$ cat src/rtl/mux_8_1_scan_controller_if.sv
// Bundle between the scan controller, the 8:1 mux it steers, and the result consumer.
// Handshake: Scan_Data_Out is held stable while Scan_Valid_Out is high; the transfer
// completes on a rising edge where Scan_Valid_Out and Scan_Ready_In are both 1.
interface mux_8_1_scan_controller_if;
  logic       Start_In;
  logic [7:0] Channel_Mask_In;
  logic       MUX_Result_Data_In;
  logic       MUX_Enable_Out;
  logic [2:0] MUX_Select_Out;
  logic [7:0] Scan_Data_Out;
  logic       Scan_Valid_Out;
  logic       Scan_Ready_In;
  logic       Busy_Out;

  modport master (
    input  Start_In, Channel_Mask_In, MUX_Result_Data_In, Scan_Ready_In,
    output MUX_Enable_Out, MUX_Select_Out, Scan_Data_Out, Scan_Valid_Out, Busy_Out
  );

  modport slave (
    output Start_In, Channel_Mask_In, MUX_Result_Data_In, Scan_Ready_In,
    input  MUX_Enable_Out, MUX_Select_Out, Scan_Data_Out, Scan_Valid_Out, Busy_Out
  );
endinterface

$ cat src/rtl/mux_8_1_scan_controller.sv
// Walks an 8:1 mux through channels 0..7, dwells on each enabled channel,
// samples the mux output on the last dwell cycle and hands the 8-bit word out.
module mux_8_1_scan_controller #(
  parameter int DWELL_CYCLES = 2
) (
  input  logic                          Clock_In,
  input  logic                          Reset_In,
  mux_8_1_scan_controller_if.master     bus,
  output logic [1:0]                    State_Dbg_Out
);

  if (DWELL_CYCLES < 1 || DWELL_CYCLES > 255) begin : g_bad_dwell
    $error("DWELL_CYCLES must be in 1..255");
  end

  localparam int CW = $clog2(DWELL_CYCLES + 1);
  localparam logic [CW-1:0] DWELL_LD = CW'(DWELL_CYCLES);

  typedef enum logic [1:0] {
    S_IDLE  = 2'd0,
    S_SCAN  = 2'd1,
    S_VALID = 2'd2
  } state_t;

  state_t        state_q, state_d;
  logic [2:0]    ch_q, ch_d;
  logic [CW-1:0] dwell_q, dwell_d;
  logic [7:0]    mask_q, mask_d;
  logic [7:0]    cap_q, cap_d;
  logic [7:0]    data_q, data_d;

  logic          chan_on;
  logic          chan_last;
  logic          cap_bit;

  always_ff @(posedge Clock_In or posedge Reset_In) begin
    if (Reset_In) begin
      state_q <= S_IDLE;
      ch_q    <= 3'd0;
      dwell_q <= '0;
      mask_q  <= 8'h00;
      cap_q   <= 8'h00;
      data_q  <= 8'h00;
    end else begin
      state_q <= state_d;
      ch_q    <= ch_d;
      dwell_q <= dwell_d;
      mask_q  <= mask_d;
      cap_q   <= cap_d;
      data_q  <= data_d;
    end
  end

  // A masked-off channel always lasts one cycle; an enabled one ends when the countdown hits 1.
  assign chan_on   = mask_q[ch_q];
  assign chan_last = !chan_on || (dwell_q == CW'(1));
  // Only a clean 1 counts as set, so X/Z from an unsettled mux store 0.
  assign cap_bit   = chan_on && (bus.MUX_Result_Data_In === 1'b1);

  always_comb begin
    state_d = state_q;
    ch_d    = ch_q;
    dwell_d = dwell_q;
    mask_d  = mask_q;
    cap_d   = cap_q;
    data_d  = data_q;

    unique case (state_q)
      S_IDLE: begin
        if (bus.Start_In) begin
          mask_d  = bus.Channel_Mask_In;
          cap_d   = 8'h00;
          ch_d    = 3'd0;
          dwell_d = DWELL_LD;
          state_d = S_SCAN;
        end
      end
      S_SCAN: begin
        if (chan_last) begin
          cap_d[ch_q] = cap_bit;
          if (ch_q == 3'd7) begin
            data_d  = cap_d;
            state_d = S_VALID;
          end else begin
            ch_d    = ch_q + 3'd1;
            dwell_d = DWELL_LD;
          end
        end else begin
          dwell_d = dwell_q - CW'(1);
        end
      end
      S_VALID: begin
        if (bus.Scan_Ready_In) state_d = S_IDLE;
      end
      default: state_d = S_IDLE;
    endcase
  end

  always_comb begin
    bus.MUX_Enable_Out = (state_q == S_SCAN) && chan_on;
    bus.MUX_Select_Out = 3'd0;
    if (state_q == S_SCAN)  bus.MUX_Select_Out = ch_q;
    if (state_q == S_VALID) bus.MUX_Select_Out = 3'd7;
  end

  assign bus.Scan_Data_Out  = data_q;
  assign bus.Scan_Valid_Out = (state_q == S_VALID);
  assign bus.Busy_Out       = (state_q != S_IDLE);
  assign State_Dbg_Out      = state_q;

endmodule

$ cat src/flat_wrapper.sv
// flat-port wrapper written by rule: the top's interface ports become plain ports
module mux_8_1_scan_controller_flat 
#(
  parameter int DWELL_CYCLES = 2
)
  (Clock_In, Reset_In, State_Dbg_Out, bus_Start_In, bus_Channel_Mask_In, bus_MUX_Result_Data_In, bus_Scan_Ready_In, bus_MUX_Enable_Out, bus_MUX_Select_Out, bus_Scan_Data_Out, bus_Scan_Valid_Out, bus_Busy_Out);
  mux_8_1_scan_controller_if bus_i ();
  input  logic Clock_In;
  input  logic Reset_In;
  output logic [1:0] State_Dbg_Out;
  input wire logic [$bits(bus_i.Start_In)-1:0] bus_Start_In;
  input wire logic [$bits(bus_i.Channel_Mask_In)-1:0] bus_Channel_Mask_In;
  input wire logic [$bits(bus_i.MUX_Result_Data_In)-1:0] bus_MUX_Result_Data_In;
  input wire logic [$bits(bus_i.Scan_Ready_In)-1:0] bus_Scan_Ready_In;
  output wire logic [$bits(bus_i.MUX_Enable_Out)-1:0] bus_MUX_Enable_Out;
  output wire logic [$bits(bus_i.MUX_Select_Out)-1:0] bus_MUX_Select_Out;
  output wire logic [$bits(bus_i.Scan_Data_Out)-1:0] bus_Scan_Data_Out;
  output wire logic [$bits(bus_i.Scan_Valid_Out)-1:0] bus_Scan_Valid_Out;
  output wire logic [$bits(bus_i.Busy_Out)-1:0] bus_Busy_Out;
  assign bus_i.Start_In = bus_Start_In;
  assign bus_i.Channel_Mask_In = bus_Channel_Mask_In;
  assign bus_i.MUX_Result_Data_In = bus_MUX_Result_Data_In;
  assign bus_i.Scan_Ready_In = bus_Scan_Ready_In;
  assign bus_MUX_Enable_Out = bus_i.MUX_Enable_Out;
  assign bus_MUX_Select_Out = bus_i.MUX_Select_Out;
  assign bus_Scan_Data_Out = bus_i.Scan_Data_Out;
  assign bus_Scan_Valid_Out = bus_i.Scan_Valid_Out;
  assign bus_Busy_Out = bus_i.Busy_Out;
  mux_8_1_scan_controller #(.DWELL_CYCLES(DWELL_CYCLES)) u_core (.Clock_In(Clock_In), .Reset_In(Reset_In), .bus(bus_i), .State_Dbg_Out(State_Dbg_Out));
endmodule
$ cat config.mk
export PLATFORM = sky130hd
export DESIGN_NAME = mux_8_1_scan_controller_flat
export DESIGN_NICKNAME = d
export VERILOG_FILES = /design/src/rtl/mux_8_1_scan_controller_if.sv /design/src/rtl/mux_8_1_scan_controller.sv /design/src/flat_wrapper.sv
export SDC_FILE = /design/constraint.sdc
export NUM_CORES = 1
export LEC_CHECK = 0
export ABC_AREA = 1
export BUFFER_PORTS_ARGS = -buffer_cell sky130_fd_sc_hd__buf_2
export CORE_MARGIN = 1.5
export CORE_UTILIZATION = 45
export CTS_CLUSTER_DIAMETER = 150
export DETAILED_ROUTE_END_ITERATION = 8
export PLACE_DENSITY = 0.81
export SLEW_MARGIN = 0
export SYNTH_ARGS = -nofsm -noshare
export SYNTH_HDL_FRONTEND = slang
export SYNTH_SLANG_ARGS = --single-unit
$ cat constraint.sdc
create_clock -name Clock_In -period 1.25 [get_ports Clock_In]
set_input_delay 0.25 -clock Clock_In [delete_from_list [all_inputs] [get_ports Clock_In]]
set_output_delay 0.25 -clock Clock_In [all_outputs]
set_load 0.05 [all_outputs]
# Word level (Yosys, flattened, before mapping)
# Cells that the tools add are included.
[word_totals]
reg_bits = 31
output_inout_bits = 16
elab_cells = 58
[classes]
n_addsub = 2
magnitude_cmp = 2
eq_ne = 11
mux = 23
reduce_logical = 14
[op_table]
columns = ["op", "count"]
rows = [
  ["$mux 8", 2],
  ["$pmux 8 s2", 1],
  ["$mux 3", 5],
  ["$mux 2", 7],
  ["$reduce_and 3->1", 3],
  ["$bwmux 8", 1],
  ["$reduce_and 4->1", 2],
  ["$ne 2x2->1 const B", 3],
  ["$pmux 2 s3", 1],
  ["$pmux 3 s2", 1],
  ["$eq 2x1->1 const B", 2],
  ["$lt 3x4->1 const B", 1],
  ["$ne 2x1->1 const B", 2],
  ["$pmux 2 s2", 1],
  ["$reduce_bool 2->1", 2],
  ["$add 3x1->3 const B", 1],
  ["$bmux 1 s3", 1],
  ["$demux 1 s3", 1],
  ["$eq 3x3->1 const B", 1],
  ["$ge 3x1->1 const B", 1],
  ["$logic_and 1x1->1", 3],
  ["$ne 3x3->1 const B", 1],
  ["$eq 2x2->1 const B", 1],
  ["$logic_not 2->1", 1],
  ["6 further kinds", 7],
]

# Longest topological paths before layout
# Gate-level depths: netlist of run 1.
[depth]
word_depth = 7
mapped_depth = 12
mapped_depth_nobuf = 12

# Worst setup path after synthesis of run 1
# Ideal clock, no wire load.
[synth_path]
path_kind = "reg2out"
from = "register u_core.state_q[0] (netlist: u_core.State_Dbg_Out[0])"
to = "output bus_MUX_Select_Out[0]"
arrival_ps = 2227
path_slack_ps = -1227
stages_incl_launch_ff = 5
cell_sequence = "dfrtp_1 > inv_1 > nor2_4 > inv_1 > o21ai_0"
[synth_between]
elab_chain_cells = 3
word_cells_on_any_way = 4
[synth_lines]
columns = ["item", "line_no", "text"]
rows = [
  ["start, declared", "mux_8_1_scan_controller.sv:25", "state_t state_q, state_d;"],
  ["start signal, assigned", "mux_8_1_scan_controller.sv:45", "state_q <= state_d;"],
  ["$eq 2x1->1", "mux_8_1_scan_controller.sv:102", "if (state_q == S_SCAN) bus.MUX_Select_Out = ch_q;"],
  ["$mux 3", "mux_8_1_scan_controller.sv:102", ""],
  ["$mux 3 (*)", "mux_8_1_scan_controller.sv:103", "if (state_q == S_VALID) bus.MUX_Select_Out = 3'd7;"],
  ["end, declared", "flat_wrapper.sv:16", "output wire logic [$bits(bus_i.MUX_Select_Out)-1:0] bus_MUX_Select_Out;"],
]
# Mark *: on every way between the ends. The rest lies on a longest branch, timed or not.

# Final worst setup path of run 1
[layout_path]
from = "register u_core.ch_q[1]"
to = "output bus_MUX_Enable_Out"
[layout_between]
elab_chain_cells = 3
[layout_lines]
columns = ["item", "line_no", "text"]
rows = [
  ["start, declared", "mux_8_1_scan_controller.sv:26", "logic [2:0] ch_q, ch_d;"],
  ["start signal, assigned", "mux_8_1_scan_controller.sv:46", "ch_q <= ch_d;"],
  ["$bmux 1 s3", "mux_8_1_scan_controller.sv:55", "assign chan_on = mask_q[ch_q];"],
  ["$mux 1 (not written as such)", "mux_8_1_scan_controller.sv:55", ""],
  ["$logic_and 1x1->1", "mux_8_1_scan_controller.sv:100", "bus.MUX_Enable_Out = (state_q == S_SCAN) && chan_on;"],
  ["end, declared", "flat_wrapper.sv:15", "output wire logic [$bits(bus_i.MUX_Enable_Out)-1:0] bus_MUX_Enable_Out;"],
]
# Every way passes these cells. The select of a mux whose other input is x is not followed.

==> summary.txt, run 1 <==
Timing
  • Worst Skew: 8.40 ps
  • Max Slew Vio Count: 0
  • Setup tns final: -10760 ps
  • Tmin final: 1740 ps
  • Hold Vio Cnt, Final: 0
  • Fin crit share: 139%
  • RSZ-0062 raised after global routing: yes
  • Setup Viol. Count Final: 34
  • Rel. slew slack: 74.0%
  • Fmax: 576 MHz
  • Final worst slack: -486 ps
  • Worst-Margin Slew: 391 ps

Synth
  • Primary FF master, synth: dfrtp_1
  • Post-synth ARST share: 100%
  • Post-synth top cells: 77 x nand2_1, 31 x dfrtp_1, 21 x inv_1, 21 x nor2_1, 19 x nand3_1
  • Sequential-to-total area share from yosys stat: 46.5%
  • Count of cell types in the netlist: 21
  • Syn Nets: 232
  • Flops & latches, synth: 31
  • Yosys top cell area share: 46.5%
  • EDFF count, synth: 0
  • Yosys top cell by area: dfrtp_1
  • Mean Syn Cell Area: 7.73 um2
  • Post-Syn Area: 0.00167 mm2
  • Yosys warns: 0
  • Post-synthesis cell count: 216
  • Synth top area cells: dfrtp_1 46%, nand2_1 17%, nand3_1 5.7%, inv_1 4.7%, nor2_1 4.7%
  • Count leader, synth: nand2_1

Routing
  • Routed WL: roughly 5100 um
  • Post-DRT Antenna Nets: 0
  • Total number of vias: roughly 1700
  • Wire per inst: around 15 um
  • Initial DRC count: 59
  • # DRC: 0
  • DR vias/cell: slightly above 5
  • Detailed Routing Iterations Pass 1: 4

Finish
  • Nets: 312
  • Ant diodes: 0
  • Area Overhead vs Synth: 64.1%
  • Share of cells above drive strength 1: 53.9%

Setup path
  • Critical Path Slowest Stage Cell: dfrtp_2
  • FF-to-FF End: u_core.ch_q[2]$_DFFE_PP0P_
  • Most repeated library cell on the critical path: nor2_4
  • R2r startpoint: u_core.ch_q[1]$_DFFE_PP0P_
  • Crit-path cells: inv_2, nor2_4, nand2_2, nand2_4, nor2_4, nor2_4, buf_8
  • R2R cell count: 11
  • CP arrival: 1490 ps
  • Critical path origin: u_core.ch_q[1]$_DFFE_PP0P_
  • Crit Path Category: flop to output port
  • Nature of the critical path startpoint: flop
  • CP required: 1000 ps
  • CP Capture Type: output port
  • Crit-path max FO: 6
  • Reg2reg setup slack: -410 ps
  • CP top delay family: flip-flops
  • CP peak stage delay: roughly 480 ps
  • Crit path buf inv count: 2

CTS
  • CTS Buf Count: 5
  • Worst-case clock buffer depth: 2
  • Clk sink count: 31
  • Clk slew on worst S/H paths: roughly 70 ps
  • Clock Latency Late Sink: 290 ps
  • CTS tree: done
  • Hold Buf Count CTS: 0
  • # H-tree levels: 2
  • CTS Root Cell: clkbuf_8

Global route
  • Initial antenna violation count: 0
  • Gr usage total: 25.0%
  • Grt ovf: 0
  • Vias in the first global route: 1757
  • Largest net degree at the start of global routing: 32
  • Global-route wire length before repair: slightly below 8000 um

Floorplan
  • Die width: around 64 um
  • IO Count: 29
  • Core ar.: 0.00344 mm2
  • Rows: 21
  • Die ar.: slightly above 0.004 mm2
  • Die Y: roughly 64 um
  • Initial Utilization: 48.5%

Place
  • Port bufs: 28
  • Detailed placer's ending HPWL: approximately 2600 um
  • GPL Wtd Cong: 0.855

Run status
  • Violated checks: negative setup slack
  • Run status: finished with violations

Min path
  • Hold crit path type: primary input to async pin

Flow run
  • Max_cap viols: 0
==> kinds of logic after synthesis <==
| logic type | synth area share [%] |
|---|---|
| AO/OA/AOI/OAI | 5.10 |
| adder cells (fa/ha/maj) | 2.25 |
| AND/OR/NAND/NOR | 35.8 |
| buffers and inverters | 7.72 |
| flip-flops | 46.5 |
| multiplexers | 2.70 |
==> through the flow <==
stage | std cells | worst slack, ps | instance area (um2) | hold slack [ps] | utilization [%]
after global routing | 343 | -546 | 2740 | 64.0 | 79.6
after floorplan | 216 | -404 | 1730 | 353 | -
after global placement | 317 | -243 | 2160 | 345 | 62.6
after detailed placement | 317 | -282 | 2160 | 349 | 62.6
final | 343 | -486 | 2740 | 22.9 | 79.6
after CTS | 338 | -395 | 2580 | 35.8 | 75.1
==> state kept, by name, indices dropped and copies added, names as in the netlist <==
name                      count
u_core.ch_q                   3
u_core.dwell_q                2
u_core.mask_q                 8
u_core.cap_q                  8
u_core.State_Dbg_Out          2
u_core.bus.Scan_Data_Out      8
==> routing by layer <==
layer,vias up,share of wire (%),GRT usage (%)
li1,835,-,-
met3,11,6.6,4.58
met1,810,38,30.7
met4,0,1.6,12.5
met5,-,0,0
met2,76,54,41.8
==> placed cells by master, fill, tap and decap left out, types with 3 or more instances in the layout <==
master	n
o21ai_0	8
inv_1	13
nand2_1	57
buf_4	36
mux2_2	4
buf_2	20
nand3_1	17
nand2_8	3
clkbuf_8	7
dfrtp_2	5
buf_8	4
dfrtp_1	26
nand2_4	6
o21ai_4	4
buf_12	3
nand2_2	17
inv_2	8
buf_6	16
nor2_4	12
nor2_1	10
nand3_2	4
==> worst max-delay path by stage <==
stage / slack [ps] / endpoint / depth (start not counted)
finish: -490 / bus_MUX_Enable_Out / 7
global route: -550 / bus_MUX_Enable_Out / 8
CTS: -400 / bus_MUX_Enable_Out / 8
detailed placement: -280 / bus_MUX_Enable_Out / 8
global placement: -240 / bus_MUX_Enable_Out / 7
floorplan: -400 / u_core.bus.Scan_Data_Out[0]$_DFFE_PP0P_ / 8
==> area by class of cell <==
class | instances | area, um2
well taps | 46 | 57.6
repair buffers | 79 | 671
inverters | 24 | 98.8
multi-input cells | 155 | 1030
fillers | 210 | 703
clock buffers | 8 | 100
flip-flops and latches | 31 | 782
==> worst min-delay path, cell delays in order <==
cell,delay [ps]
buf_2,90
inv_1,40
buf_4,350
==> timing repair <==
item | in CTS | in global routing
setup buffers | 11 | 7
endpoints found under the setup margin | 39 | 38
endpoints found under the hold margin | 0 | 0
cloned | 2 | 0
pin swaps | 14 | 9
resized for setup | 66 | 36
Power of run 1 is not shown: default switching activity piles up to over one toggle a cycle in this logic, so the estimate is an artifact.
==> inputs of run 2 (changes only) <==
--- a/config.mk
+++ b/config.mk
@@ -9,9 +9,10 @@
 export BUFFER_PORTS_ARGS = -buffer_cell sky130_fd_sc_hd__buf_2
 export CORE_MARGIN = 1.5
 export CORE_UTILIZATION = 45
+export CTS_BUF_LIST = sky130_fd_sc_hd__clkbuf_8 sky130_fd_sc_hd__clkbuf_16
 export CTS_CLUSTER_DIAMETER = 150
 export DETAILED_ROUTE_END_ITERATION = 8
-export PLACE_DENSITY = 0.81
+export PLACE_DENSITY = 0.78
 export SLEW_MARGIN = 0
 export SYNTH_ARGS = -nofsm -noshare
 export SYNTH_HDL_FRONTEND = slang
==> constraint.sdc (replaced) <==
create_clock -name Clock_In -period 2.1 [get_ports Clock_In]
set_input_delay 0.42 -clock Clock_In [delete_from_list [all_inputs] [get_ports Clock_In]]
set_output_delay 0.42 -clock Clock_In [all_outputs]
set_load 0.05 [all_outputs]
==> run 2 against run 1 <==
Net effect: the run now ends clean; wire length shrank 32%; critical path depth is the same; global-route usage shrank 5.3 points; core utilization shrank 22 points; count of clock-buffer cells in the layout shrank 2; cell count shrank 14%; non-clock buffer count shrank 48; flip-flop and latch count is the same; cell area shrank 28%; hold slack gained 180 ps; via count shrank 18%.
==> summary.txt, run 2 (same netlist as run 1, synthesis figures left out) <==
Routing
  • Detailed Routing Iterations Pass 1: 4 (unchanged)
  • Routed WL: 3460 um (was 5100 um)
  • DR vias/cell: 4.84 (was 5.05)
  • # DRC: 0 (unchanged)
  • Initial DRC count: 67 (was 59)
  • Wire per inst: 11.7 um (was 14.9 um)
  • Total number of vias: 1427 (was 1732)
  • Post-DRT Antenna Nets: 0 (unchanged)

Timing
  • RSZ-0062 raised after global routing: no (was yes)
  • Worst-Margin Slew: 398 ps (was 391 ps)
  • Max Slew Vio Count: 0 (unchanged)
  • Rel. slew slack: 73.5% (was 74.0%)
  • Worst Skew: 6.07 ps (was 8.40 ps)
  • Hold WS: 200 ps (was 22.9 ps)
  • Tmin final: 2000 ps
  • Final worst slack: 103 ps (was -486 ps)
  • Hold Vio Cnt, Final: 0 (unchanged)
  • Fin crit share: 95.1%
  • Fmax: 501 MHz
  • Setup Viol. Count Final: 0 (was 34)

CTS
  • Clock Latency Late Sink: 280 ps (was 290 ps)
  • CTS Root Cell: clkbuf_8 (unchanged)
  • Post-CTS setup buffers: 0 (was 11)
  • CTS tree: done (unchanged)
  • CTS Buf Count: 5 (unchanged)
  • # H-tree levels: 2 (unchanged)
  • Clk slew on worst S/H paths: 70 ps (about the same)
  • Clk sink count: 31 (unchanged)
  • Worst-case clock buffer depth: 2 (unchanged)
  • Hold Buf Count CTS: 0 (unchanged)

Finish
  • Post-route insts no fill: 295 (was 343)
  • Nets: 264 (was 312)
  • Ant diodes: 0 (unchanged)
  • Share of cells above drive strength 1: 23.3% (was 53.9%)
  • Most frequent cells in the layout: 77 x nand2_1, 31 x dfrtp_1, 27 x buf_2 (was 57 x nand2_1, 36 x buf_4, 26 x dfrtp_1)
  • Final core utilization: 57.3% (was 79.6%)
  • Area Overhead vs Synth: 18.1% (was 64.1%)
  • Commonest non-fill, non-tap cell in the layout: nand2_1 (unchanged)

Global route
  • Largest net degree at the start of global routing: 32 (unchanged)
  • Global-route wire length before repair: 6200 um (was 7790 um)
  • Initial antenna violation count: 0 (unchanged)
  • Grt ovf: 0 (unchanged)
  • Gr usage total: 19.7% (was 25.0%)
  • Vias in the first global route: 1403 (was 1757)

Floorplan
  • Rows: 21 (unchanged)
  • IO Count: 29 (unchanged)
  • Die Y: 63.9 um (unchanged)
  • Die ar.: 0.00408 mm2 (unchanged)
  • Initial Utilization: 48.5% (unchanged)
  • Die width: 63.9 um (unchanged)
  • Core ar.: 0.00344 mm2 (unchanged)

Setup path
  • Crit Path Category: flop to output port (unchanged)
  • CP required: 1680 ps (was 1000 ps)
  • Nature of the critical path startpoint: flop (unchanged)
  • R2R cell count: 7 (was 11)
  • CP arrival: 1580 ps (was 1490 ps)
  • CP Capture Type: output port (unchanged)
  • Crit-path max FO: 14 (was 6)

Place
  • Pre-CTS setup slack: 413 ps (was -282 ps)
  • Port bufs: 28 (unchanged)
  • Detailed placer's ending HPWL: 2510 um (was 2610 um)
  • Cells after DPL: 287 (was 317)
  • GPL Wtd Cong: 0.898 (was 0.855)

Min path
  • Hold crit path type: primary input to async pin (unchanged)

Run status
  • Run status: finished clean (was finished with violations)

Flow run
  • Max_cap viols: 0 (unchanged)
run 2: cell types whose count changed in the layout (fill, tap and decap cells not counted), sizes merged:
cell and change:
buf -49, clkbuf -1, bufinv +1, clkinv +1
inv +1, clkinvlp -1
run 2: critical path, cell delays in order, from the launching register on:
cell,delay [ps]
dfrtp_1,380
inv_2,200
nand2_1,80
nand3_1,90
nand2_2,80
nor2_2,180
nor2_1,60
clkbuf_4,220
run 2: what timing repair did:
action | CTS | global route
resized for setup | 0 | 1
endpoints found under the hold margin | 0 | 0
setup endpoints to repair | 0 | 1
run 2: cell type report:
cell class	instances	area, um2
Timing Repair Buffer	31	165
Sequential cell	31	776
Clock buffer	6	82.6
Fill cell	338	1470
Clock inverter	2	35.0
Tap cell	46	57.6
Inverter	24	90.1
Multi-Input combinational cell	155	764
run 2: final timing paths:
path / start / to / slack (ps)
worst max-delay path: u_core.ch_q[0]$_DFFE_PP0P_ / bus_MUX_Enable_Out / 100
worst min-delay path: Reset_In / u_core.bus.Scan_Data_Out[1]$_DFFE_PP0P_ / 200
worst max register to register: u_core.ch_q[0]$_DFFE_PP0P_ / u_core.ch_q[1]$_DFFE_PP0P_ / 410
worst min register to register: u_core.bus.Scan_Data_Out[3]$_DFFE_PP0P_ / u_core.bus.Scan_Data_Out[3]$_DFFE_PP0P_ / 480
max in group asynchronous: Reset_In / u_core.ch_q[0]$_DFFE_PP0P_ / 1600
min in group Clock_In: bus_Scan_Ready_In / u_core.State_Dbg_Out[1]$_DFFE_PP0P_ / 340
run 2: metrics by stage:
stage / TNS (ps) / cell area, um2
3_5_place_dp: 0 / 1850
6_report: 0 / 1970
4_1_cts: 0 / 1970
2_1_floorplan: -640 / 1670
3_3_place_gp: 0 / 1850
5_1_grt: 0 / 1970
run 2: layer usage:
layer,vias to the layer above,track usage [%],wire (um)
li1,738,-,-
met1,650,25.3,1580
met2,33,31.5,1670
met3,6,5.28,155
met4,0,7.61,46
met5,-,0,0
Power of run 2 is left out for the same reason.
